==> config.mk <==
export PLATFORM = sky130hd
export DESIGN_NAME = regfile_bus_flat
export DESIGN_NICKNAME = d
export VERILOG_FILES = /design/src/rtl/regfile_bus_if.sv /design/src/rtl/regfile_bus.sv /design/src/flat_wrapper.sv
export SDC_FILE = /design/constraint.sdc
export NUM_CORES = 1
export LEC_CHECK = 0
export ABC_AREA = 1
export CAP_MARGIN = 30
export CORE_UTILIZATION = 57
export CTS_CLUSTER_SIZE = 20
export DETAILED_ROUTE_END_ITERATION = 8
export GPL_TIMING_DRIVEN = 0
export PLACE_DENSITY_LB_ADDON = 0.12
export RECOVER_POWER = 50
export SETUP_SLACK_MARGIN = 0.1
export SYNTH_ARGS = -nofsm -noshare
export SYNTH_HDL_FRONTEND = slang
export SYNTH_SLANG_ARGS = --single-unit
==> constraint.sdc <==
create_clock -name clk -period 1.85 [get_ports clk]
set_input_delay 0.37 -clock clk [delete_from_list [all_inputs] [get_ports clk]]
set_output_delay 0.37 -clock clk [all_outputs]
set_load 0.02 [all_outputs]
==> src/rtl/regfile_bus_if.sv <==
// regfile_bus_if
//    Bundles the core/host side of the register file: the core request
//    handshake, the completion writeback strobe and the host preload port.
//    master : core/host side. It drives requests, writeback and preload, and
//             receives rd_data, op_idx, ack and flag_c.
//    slave  : register file side. Its inputs and outputs are the reverse.
interface regfile_bus_if;
   logic [3:0] busreq;
   logic [3:0] sel;
   logic       done;
   logic [3:0] result;
   logic       carry;
   logic       load_en;
   logic [3:0] load_addr;
   logic [3:0] load_data;
   logic [3:0] rd_data;
   logic [3:0] op_idx;
   logic       ack;
   logic       flag_c;

   modport master (
      output busreq, sel, done, result, carry, load_en, load_addr, load_data,
      input  rd_data, op_idx, ack, flag_c
   );

   modport slave (
      input  busreq, sel, done, result, carry, load_en, load_addr, load_data,
      output rd_data, op_idx, ack, flag_c
   );
endinterface

==> src/rtl/regfile_bus.sv <==
// regfile_bus
//    A 16 x 4-bit register file with a 1-bit carry flag. It serves a core
//    through a request/ack handshake. A read returns reg[sel], and a
//    next-operand request returns NEXT_OP. Each rising edge of done writes
//    result into reg[WB_REG] and carry into flag_c. A host preload port
//    writes with priority over that writeback.
//    Ports:
//       clk  : single clock; all state changes on its rising edge
//       rst  : synchronous active-high reset
//       bus  : regfile_bus_if.slave, which carries the request, writeback,
//              preload and response signals
module regfile_bus #(
   parameter logic [3:0] WB_REG  = 4'd3,
   parameter logic [3:0] NEXT_OP = 4'd3
) (
   input logic           clk,
   input logic           rst,
   regfile_bus_if.slave  bus
);

   localparam logic [1:0] ST_IDLE = 2'd0;
   localparam logic [1:0] ST_READ = 2'd1;
   localparam logic [1:0] ST_OPER = 2'd2;
   localparam logic [1:0] ST_HOLD = 2'd3;

   localparam logic [3:0] REQ_IDLE = 4'b0000;
   localparam logic [3:0] REQ_READ = 4'b0001;
   localparam logic [3:0] REQ_OPER = 4'b0011;

   logic [1:0] state_r;
   logic [1:0] state_nxt_s;
   logic [3:0] regs_r [16];
   logic       flag_c_r;
   logic       done_q_r;
   logic [3:0] read_val_r;
   logic [3:0] rd_data_r;
   logic [3:0] op_idx_r;
   logic       ack_r;
   logic       wb_fire_s;
   logic       wb_write_s;

   // A writeback happens only on the rising edge of done. A preload to the
   // same register on that edge wins, and the writeback data is dropped.
   assign wb_fire_s  = bus.done & ~done_q_r;
   assign wb_write_s = wb_fire_s & ~(bus.load_en & (bus.load_addr == WB_REG));

   // Next-state logic for the request handshake
   always_comb begin
      state_nxt_s = state_r;
      case (state_r)
         ST_IDLE: begin
            if (bus.busreq == REQ_READ) begin
               state_nxt_s = ST_READ;
            end else if (bus.busreq == REQ_OPER) begin
               state_nxt_s = ST_OPER;
            end else begin
               state_nxt_s = ST_IDLE;
            end
         end
         ST_READ: state_nxt_s = ST_HOLD;
         ST_OPER: state_nxt_s = ST_HOLD;
         ST_HOLD: begin
            if (bus.busreq == REQ_IDLE) begin
               state_nxt_s = ST_IDLE;
            end else begin
               state_nxt_s = ST_HOLD;
            end
         end
         default: state_nxt_s = ST_IDLE;
      endcase
   end

   // Handshake state and registered response outputs
   always_ff @(posedge clk) begin
      if (rst) begin
         state_r    <= ST_IDLE;
         read_val_r <= 4'd0;
         rd_data_r  <= 4'd0;
         op_idx_r   <= 4'd0;
         ack_r      <= 1'b0;
      end else begin
         state_r <= state_nxt_s;
         case (state_r)
            ST_IDLE: begin
               // Snapshot on the request edge. This gives read-old behaviour
               // when a write hits the same index on that edge.
               if (bus.busreq == REQ_READ) begin
                  read_val_r <= regs_r[bus.sel];
               end
            end
            ST_READ: begin
               rd_data_r <= read_val_r;
               ack_r     <= 1'b1;
            end
            ST_OPER: begin
               op_idx_r <= NEXT_OP;
               ack_r    <= 1'b1;
            end
            ST_HOLD: begin
               if (bus.busreq == REQ_IDLE) begin
                  ack_r <= 1'b0;
               end
            end
            default: ack_r <= 1'b0;
         endcase
      end
   end

   // Register storage, carry flag and done edge detector
   always_ff @(posedge clk) begin
      if (rst) begin
         for (int i = 0; i < 16; i++) begin
            regs_r[i] <= 4'd0;
         end
         flag_c_r <= 1'b0;
         done_q_r <= 1'b0;
      end else begin
         done_q_r <= bus.done;
         if (wb_fire_s) begin
            flag_c_r <= bus.carry;
         end
         if (wb_write_s) begin
            regs_r[WB_REG] <= bus.result;
         end
         if (bus.load_en) begin
            regs_r[bus.load_addr] <= bus.load_data;
         end
      end
   end

   assign bus.rd_data = rd_data_r;
   assign bus.op_idx  = op_idx_r;
   assign bus.ack     = ack_r;
   assign bus.flag_c  = flag_c_r;

endmodule

==> src/flat_wrapper.sv <==
// flat-port wrapper written by rule: the top's interface ports become plain ports
module regfile_bus_flat 
#(
   parameter logic [3:0] WB_REG  = 4'd3,
   parameter logic [3:0] NEXT_OP = 4'd3
)
  (clk, rst, bus_busreq, bus_sel, bus_done, bus_result, bus_carry, bus_load_en, bus_load_addr, bus_load_data, bus_rd_data, bus_op_idx, bus_ack, bus_flag_c);
  regfile_bus_if bus_i ();
  input logic clk;
  input logic rst;
  input wire logic [$bits(bus_i.busreq)-1:0] bus_busreq;
  input wire logic [$bits(bus_i.sel)-1:0] bus_sel;
  input wire logic [$bits(bus_i.done)-1:0] bus_done;
  input wire logic [$bits(bus_i.result)-1:0] bus_result;
  input wire logic [$bits(bus_i.carry)-1:0] bus_carry;
  input wire logic [$bits(bus_i.load_en)-1:0] bus_load_en;
  input wire logic [$bits(bus_i.load_addr)-1:0] bus_load_addr;
  input wire logic [$bits(bus_i.load_data)-1:0] bus_load_data;
  output wire logic [$bits(bus_i.rd_data)-1:0] bus_rd_data;
  output wire logic [$bits(bus_i.op_idx)-1:0] bus_op_idx;
  output wire logic [$bits(bus_i.ack)-1:0] bus_ack;
  output wire logic [$bits(bus_i.flag_c)-1:0] bus_flag_c;
  assign bus_i.busreq = bus_busreq;
  assign bus_i.sel = bus_sel;
  assign bus_i.done = bus_done;
  assign bus_i.result = bus_result;
  assign bus_i.carry = bus_carry;
  assign bus_i.load_en = bus_load_en;
  assign bus_i.load_addr = bus_load_addr;
  assign bus_i.load_data = bus_load_data;
  assign bus_rd_data = bus_i.rd_data;
  assign bus_op_idx = bus_i.op_idx;
  assign bus_ack = bus_i.ack;
  assign bus_flag_c = bus_i.flag_c;
  regfile_bus #(.WB_REG(WB_REG), .NEXT_OP(NEXT_OP)) u_core (.clk(clk), .rst(rst), .bus(bus_i));
endmodule
==> impl_metrics.yaml, run 1 <==
run_status:
  outcome: "complete, no violations"
sta:
  setup_violations: 0
  finalCriticalPeriod_ns: 1.72
  rsz0062_at_grt: "yes"
  relSlewSlack: 0.554
  tightest_slew_ns: 0.668
  tns_ns: 0
  slew_viol_final: 0
  fmax_mhz: 581
  skew_ns: 0.00609
  fin_ws_ns: 0.129
  hold_violations: 0
  min_period_over_period: 0.930
yosys:
  netlist_area_sq_um: 3890
  ys_types: 23
  ys_ff_latch: 78
  yosys_warnings: 0
  synthCells: 456
  yosysSeqAreaShare: 0.566
  avgSynthCellArea_sq_um: 8.53
clocking:
  clock_path_buffers: 2
  cts_buffers: 9
  clock-root-buffer: "clkbuf_8"
  cts_tree: "built"
  clock_latency_ns: 0.36
  htreeDepth: 3
  postCtsSetupBuffers: 0
  clkSinkCount: 78
  hold_buffers: 0
  cts.clk_slew.worst_paths_ns: 0.08
routing:
  ant_nets: 0
  post-route-drc-count: 0
  drt_wl_total_mm: 8.52
  vias: 3066
  viasPerCell: 5.30
  dr.pass1.iters: 7
  wire_per_inst_um: 14.7
  drt_iter0_drc: 217
job:
  maxCapViolCount: 0
critical_path:
  worstSetupStartpoint: "bus_load_en"
  startpoint_type: "input port"
  rr_startpoint: "u_core.state_r[0]"
  crit_type: "in2reg"
  arrival_ns: 1.79
  crit_fanout: 5
  worst_setup_path_end_kind: "register"
  critical_path_required_ns: 1.91
cells_and_area:
  final_layout_size_suffix_gt1_frac: 0.0938
  diodes: 0
  fillers: 527
  fin_area_sq_um: 4470
  syn2layout_area_growth_pct: 15.0
  nets: 526
place:
  gp_congestion: 0.867
  place_area_sq_um: 4270
  dp_slack_ns: -0.212
  dp_hpwl_mm: 6.22
  io_buffer_count: 28
power:
  vdd_drop_max_v: 0.000564
  power.density_nw_per_um2: 838
  leakage_nw: 2.04
global_route:
  grt_usage: 0.258
  grt_max_degree: 14
  grt_pass1_vias: 2853
  antenna_found_initial: 0
  grt.overflow.total: 0
  grt_pass1_wl_mm: 13.8
min_path:
  hp-start: "rst"
  hold_class: "in2reg"
floorplanning:
  fp.coreArea_sq_um: 6460
  fp.dieW_um: 84.6
  die-area_sq_um: 7160
  rows: 29
  ioPinCount: 35
  die_h_um: 84.6
  initial_core_util: 0.602
layer usage:
layer | share of wire | vias to the layer above | global-route usage
met5 | 0 | - | 0
met4 | 0.020 | 0 | 0.114
met3 | 0.056 | 19 | 0.0472
met2 | 0.47 | 110 | 0.410
met1 | 0.46 | 1418 | 0.350
li1 | - | 1519 | -
critical path, stage by stage:
cell	delay [ns]
dlygate4sd3_1	0.60
nand2_4	0.11
nor3_4	0.29
nand2_1	0.21
nand2_1	0.20
path summary, 6_finish.rpt:
path,endpoint,cells past startpoint,slack [ns]
worst max-delay path,u_core.regs_r[12][1],5,0.13
worst min-delay path,u_core.state_r[1],2,0.32
worst max register to register,u_core.state_r[0],5,0.51
worst min register to register,u_core.bus.rd_data[2],2,0.48
report_power, final:
| group | switching, mW | total [mW] | internal (mW) |
|---|---|---|---|
| sequential | 0.0278 | 2.02 | 1.99 |
| clock | 0.643 | 1.33 | 0.692 |
| combinational | 0.259 | 0.398 | 0.138 |
| total | 0.930 | 3.75 | 2.82 |
through the flow:
step                hold WS, ns  std cells  total power, mW   util
floorplan                 0.433        457             2.30      -
global placement          0.446        562             2.44  0.661
detailed placement        0.460        562             2.45  0.661
CTS                       0.303        578             3.75  0.694
global route              0.320        578             3.87  0.692
finish                    0.315        578             3.75  0.692
cell usage in the layout (no fill, tap or decap), types with 2 or more instances in the layout:
master / n
dfxtp_1: 14
o21ai_0: 8
buf_6: 2
o21a_1: 3
nor2_1: 77
inv_6: 2
clkbuf_8: 10
buf_2: 9
nand2_1: 130
inv_2: 4
nand3_1: 53
ha_1: 5
dlygate4sd3_1: 6
clkbuf_16: 2
buf_4: 3
conb_1: 2
nand2_2: 6
nor3_4: 4
inv_1: 55
a21oi_1: 6
clkdlybuf4s50_1: 19
edfxtp_1: 64
clkbuf_1: 8
sequential cells by signal, summed over array words and instances (netlist names):
register	flops
u_core.bus.rd_data	4
u_core.bus.flag_c	1
u_core.bus.ack	1
u_core.done_q_r	1
u_core.read_val_r	4
u_core.state_r	2
u_core.regs_r	64
u_core.bus.op_idx	1
cells by family after synthesis:
logic type,count (synthesis),synth area share
AO/OA/AOI/OAI,17,0.0238
adder cells (fa/ha/maj),5,0.0161
buffers and inverters,81,0.0901
flip-flops,78,0.566
other,1,0.000964
AND/OR/NAND/NOR,274,0.303
synthesized netlist by cell type (all sizes together):
| cell | instances | area share |
|---|---|---|
| nand2 | 137 | 0.14 |
| nor2 | 77 | 0.074 |
| edfxtp | 64 | 0.49 |
| inv | 60 | 0.059 |
| nand3 | 53 | 0.068 |
| buf | 15 | 0.025 |
| dfxtp | 14 | 0.072 |
| o21ai | 8 | 0.010 |
| a21oi | 6 | 0.0077 |
| clkbuf | 6 | 0.0058 |
| ha | 5 | 0.016 |
| nor3 | 5 | 0.018 |
| o21a | 3 | 0.0058 |
| conb | 1 | 0.00096 |
| nand4 | 1 | 0.0016 |
| or2 | 1 | 0.0016 |
repair_timing:
| action | CTS | global route |
|---|---|---|
| resized for setup | 1 | 4 |
| cloned | 0 | 0 |
| pin swaps | 0 | 2 |
| setup endpoints to repair | 1 | 16 |
cell type report:
cell class                      count  area (sq um)  share of cell area
Sequential cell                    78          2200               0.492
Multi-Input combinational cell    298          1340               0.299
Timing Repair Buffer               28           275              0.0616
Inverter                           60           230              0.0515
Clock buffer                       13           191              0.0428
Buffer                             21           120              0.0269
Tap cell                           77          96.3              0.0215
Clock inverter                      3          20.0             0.00448
No activity file was read; power rests on OpenSTA's default activity.
==> run 2, diff against run 1 <==
Settings changed: CORE_MARGIN set to 1.5.
==> run 2 against run 1 <==
The flow now finishes with violations (design-rule violations); clock skew increased by 0.0019 ns; critical path depth unchanged; first-iteration DRC count increased by 21%; worst setup slack improved by 0.034 ns; critical path type unchanged.
==> impl_metrics.yaml, run 2 (synthesized netlist as in run 1, its figures left out) <==
run_status:
  outcome: "complete, but fails checks"
  violations: "design-rule violations"
global_route:
  grt_max_degree: 15
  grt_pass1_vias: 2865
  grt.overflow.total: 0
  grt_usage: 0.250
  grt_pass1_wl_mm: 13.7
  antenna_found_initial: 0
routing:
  met2WireLength_mm: 3.95
  viasPerCell: 5.24
  drt_wl_total_mm: 8.43
  dr.pass1.iters: 7
  vias: 3027
  wl_met1_mm: 3.78
  routed-wl-met3_um: 530
  wire_per_inst_um: 14.6
  routed.top_layer: "met4"
  ant_nets: 0
  drt_iter0_drc: 262
  post-route-drc-count: 3
critical_path:
  crit_type: "in2reg"
  startpoint_type: "input port"
  r2r_slack_ns: 0.52
  crit_fanout: 5
  critical_path_required_ns: 1.90
  worst_setup_path_end_kind: "register"
  arrival_ns: 1.74
power:
  p_sw_frac: 0.263
  p_comb_frac: 0.111
  vdd_drop_max_v: 0.000448
  p_total_mw: 3.55
  seqPwrFrac: 0.567
  leakage_nw: 2.01
  p_int_mw: 2.62
  p_switching_mw: 0.935
  power.density_nw_per_um2: 801
  clkPwrFrac: 0.321
sta:
  hold_violations: 0
  finalCriticalPeriod_ns: 1.69
  tightest_slew_ns: 0.664
  relSlewSlack: 0.557
  min_period_over_period: 0.912
  slew_viol_final: 0
  fmax_mhz: 593
  skew_ns: 0.00796
  rsz0062_at_grt: "no"
  tns_ns: 0
  setup_violations: 0
  fin_ws_ns: 0.163
place:
  place_area_sq_um: 4270
  dp_slack_ns: -0.208
  dp.cells: 562
  io_buffer_count: 28
  gp_congestion: 0.891
  dp_hpwl_mm: 6.33
clocking:
  clock_latency_ns: 0.36
  cts_tree: "built"
  hold_buffers: 0
  clkSinkCount: 78
  clock-root-buffer: "clkbuf_8"
  cts.clk_slew.worst_paths_ns: 0.08
  cts_buffers: 9
  clock_path_buffers: 2
  htreeDepth: 3
floorplanning:
  die-area_sq_um: 7330
  ioPinCount: 35
  initial_core_util: 0.602
  die_h_um: 85.6
  fp.dieW_um: 85.6
  rows: 29
  fp.coreArea_sq_um: 6460
cells_and_area:
  fin_area_sq_um: 4440
  most-common-layout-cells: "nand2_1 (128), nor2_1 (77), edfxtp_1 (64)"
  largest_reg_flops: 64
  nets: 526
  final_layout_size_suffix_gt1_frac: 0.0978
  fin_cells: 578
  regMostFlops: "u_core.regs_r"
  diodes: 0
  final_common_cell: "nand2_1"
  syn2layout_area_growth_pct: 14.1
min_path:
  hold_class: "in2reg"
job:
  maxCapViolCount: 0
[run 2: cell count changes in the layout (fill, tap and decap cells not counted), sizes merged]
cell	before	now
clkbuf	21	18
clkdlybuf4s50	19	18
clkinv	1	3
clkinvlp	0	2
dlygate4sd3	6	7
inv	62	61
[run 2: worst paths after layout]
check | startpoint | end | depth (start not counted)
worst max-delay path | bus_load_addr[2] | u_core.regs_r[4][2] | 5
worst min-delay path | rst | u_core.state_r[1] | 2
worst max register to register | u_core.state_r[0] | u_core.state_r[0] | 5
worst min register to register | u_core.read_val_r[2] | u_core.bus.rd_data[2] | 2
[run 2: power groups by stage]
stage                     combinational (mW)  sequential [mW]  clock (mW)
after CTS                              0.397             2.02        1.14
after detailed placement               0.396             2.06           0
after global routing                   0.439             2.03        1.24
after global placement                 0.388             2.05           0
final                                  0.395             2.02        1.14
after floorplan                        0.250             2.05           0
[run 2: critical path: stages]
cell             delay (ns)
clkdlybuf4s50_1        0.61
inv_2                  0.11
nor3_4                 0.28
nand2_1                0.18
nand2_1                0.19
[run 2: final cells by class]
type / instances / area (sq um)
well taps: 77 / 96.3
inverters: 60 / 230
flip-flops and latches: 78 / 2200
clock buffers: 10 / 128
repair buffers: 28 / 275
multi-input cells: 298 / 1340
plain buffers: 21 / 120
clock inverters: 6 / 46.3
fillers: 550 / 2020
[run 2: per-stage QoR]
| stage | utilization | hold WS, ns |
|---|---|---|
| final | 0.687 | 0.321 |
| after floorplan | - | 0.433 |
| after detailed placement | 0.661 | 0.457 |
| after global placement | 0.661 | 0.447 |
| after CTS | 0.688 | 0.320 |
| after global routing | 0.687 | 0.333 |
[run 2: repair_timing]
action / in CTS / in global routing
resized for setup: 1 / 4
endpoints found under the setup margin: 1 / 9
setup buffers: 0 / 0
[run 2: routing by layer]
layer,global-route usage,up-vias
met5,0,-
li1,-,1521
met3,0.0626,19
met2,0.392,113
met4,0.0880,0
met1,0.343,1374
==> run 3, diff against run 2 <==
Settings changed: GPL_TIMING_DRIVEN 0 to unset.
==> run 3 against run 2 <==
The run still ends with design-rule violations left; global-route usage down 0.19 points; die area is the same; maximum frequency shrank 0.29%; cell count increased by 2.8%; total power grew 7.6%; via count is 0.26% lower; clock power grew 20%; first-iteration DRC count decreased by 22%; wire length rose by 0.21%; hold slack improved by 0.15 ns; critical endpoint is now u_core.regs_r[4][0].
==> impl_metrics.yaml, run 3 (synthesized netlist as in run 1, its figures left out) <==
run_status:
  outcome: "complete, but fails checks"
  violations: "design-rule violations"
global_route:
  grt_max_degree: 25
  grt_usage: 0.248
  grt_pass1_wl_mm: 13.6
  grt_pass1_vias: 2887
  antenna_found_initial: 0
  grt.overflow.total: 0
clocking:
  clock_latency_ns: 0.35
  clock_path_buffers: 2
  hold_buffers: 0
  postCtsSetupBuffers: 0
  htreeDepth: 3
  cts.clk_slew.worst_paths_ns: 0.08
  cts_buffers: 9
  cts_tree: "built"
  clkSinkCount: 78
  clock-root-buffer: "clkbuf_8"
  postCtsResizedCells: 0
cells_and_area:
  nets: 542
  largest_reg_flops: 64
  final_common_cell: "nand2_1"
  syn2layout_area_growth_pct: 19.4
  final_layout_size_suffix_gt1_frac: 0.103
  regMostFlops: "u_core.regs_r"
  fillers: 527
  diodes: 0
  most-common-layout-cells: "nand2_1 (130), nor2_1 (77), edfxtp_1 (64)"
  fin_util: 0.719
power:
  p_total_mw: 3.83
  vdd_drop_max_v: 0.000520
  power.density_nw_per_um2: 824
  leakage_nw: 2.09
place:
  dp_hpwl_mm: 6.23
  dp_slack_ns: -0.103
  gp_congestion: 0.852
  io_buffer_count: 32
routing:
  wl_met1_mm: 3.69
  drt_iter0_drc: 205
  vias: 3019
  dr.pass1.iters: 6
  drt_wl_total_mm: 8.45
  wire_per_inst_um: 14.2
  routed-wl-met3_um: 539
  post-route-drc-count: 3
  routed.top_layer: "met4"
  ant_nets: 0
  met2WireLength_mm: 4.11
  viasPerCell: 5.08
floorplanning:
  fp.coreArea_sq_um: 6460
  fp.dieW_um: 85.6
  die-area_sq_um: 7330
  rows: 29
  initial_core_util: 0.602
  die_h_um: 85.6
  ioPinCount: 35
critical_path:
  critical_path_required_ns: 1.89
  crit_fanout: 5
  startpoint_type: "input port"
  arrival_ns: 1.74
  worst_setup_path_end_kind: "register"
  crit_type: "in2reg"
job:
  maxCapViolCount: 0
sta:
  setup_violations: 0
  slew_viol_final: 0
  tns_ns: 0
  fin_ws_ns: 0.158
  finalCriticalPeriod_ns: 1.69
  skew_ns: 0.0117
  fmax_mhz: 591
  rsz0062_at_grt: "no"
  hold_violations: 0
  min_period_over_period: 0.915
  worst_hold_slack_ns: 0.470
min_path:
  hold_class: "reg2reg"
==> run 3: cell count changes in the layout (fill, tap and decap cells not counted), sizes merged <==
cell           delta
clkdlybuf4s50    +13
buf               +8
dlygate4sd3       -6
clkbuf            +4
bufinv            +2
clkinv            -2
dlygate4sd2       -1
dlymetal6s2s      -1
inv               -1
==> run 3: power breakdown <==
part	switching, mW	total (mW)	internal (mW)
Clock	0.610	1.37	0.763
Sequential	0.0281	2.02	1.99
Combinational	0.265	0.436	0.170
==> run 3: path summary, 6_finish.rpt <==
kind | start | endpoint | slack (ns) | cells after the start
worst min-delay path | u_core.read_val_r[2] | u_core.bus.rd_data[2] | 0.47 | 2
worst min register to register | u_core.read_val_r[2] | u_core.bus.rd_data[2] | 0.47 | 2
worst max-delay path | rst | u_core.regs_r[4][0] | 0.16 | 6
worst max register to register | u_core.state_r[0] | u_core.read_val_r[1] | 0.54 | 7
==> run 3: metal layers <==
layer / vias to the layer above / global-route usage
met3: 9 / 0.0356
met1: 1342 / 0.325
met2: 117 / 0.412
met5: - / 0
li1: 1551 / -
met4: 0 / 0.116
==> run 3: through the flow <==
step	instance area, sq um	std cells
after global routing	4640	594
after floorplan	3890	457
final	4640	594
after CTS	4690	594
after global placement	4480	578
after detailed placement	4480	578
==> run 3: cell type report <==
class | count | area, sq um | share of cell area
sequential | 78 | 2200 | 0.474
timing repair buffer | 65 | 564 | 0.121
inverter | 60 | 230 | 0.0496
tap | 77 | 96.3 | 0.0207
multi-input combinational | 298 | 1340 | 0.288
clock inverter | 5 | 83.8 | 0.0180
clock buffer | 11 | 131 | 0.0283
==> run 3: critical path, stage by stage <==
cell and delay, ns:
dlygate4sd3_1 0.60, inv_6 0.08, nand2_4 0.08, nor3_4 0.29
nand2_2 0.13, nand2_1 0.17
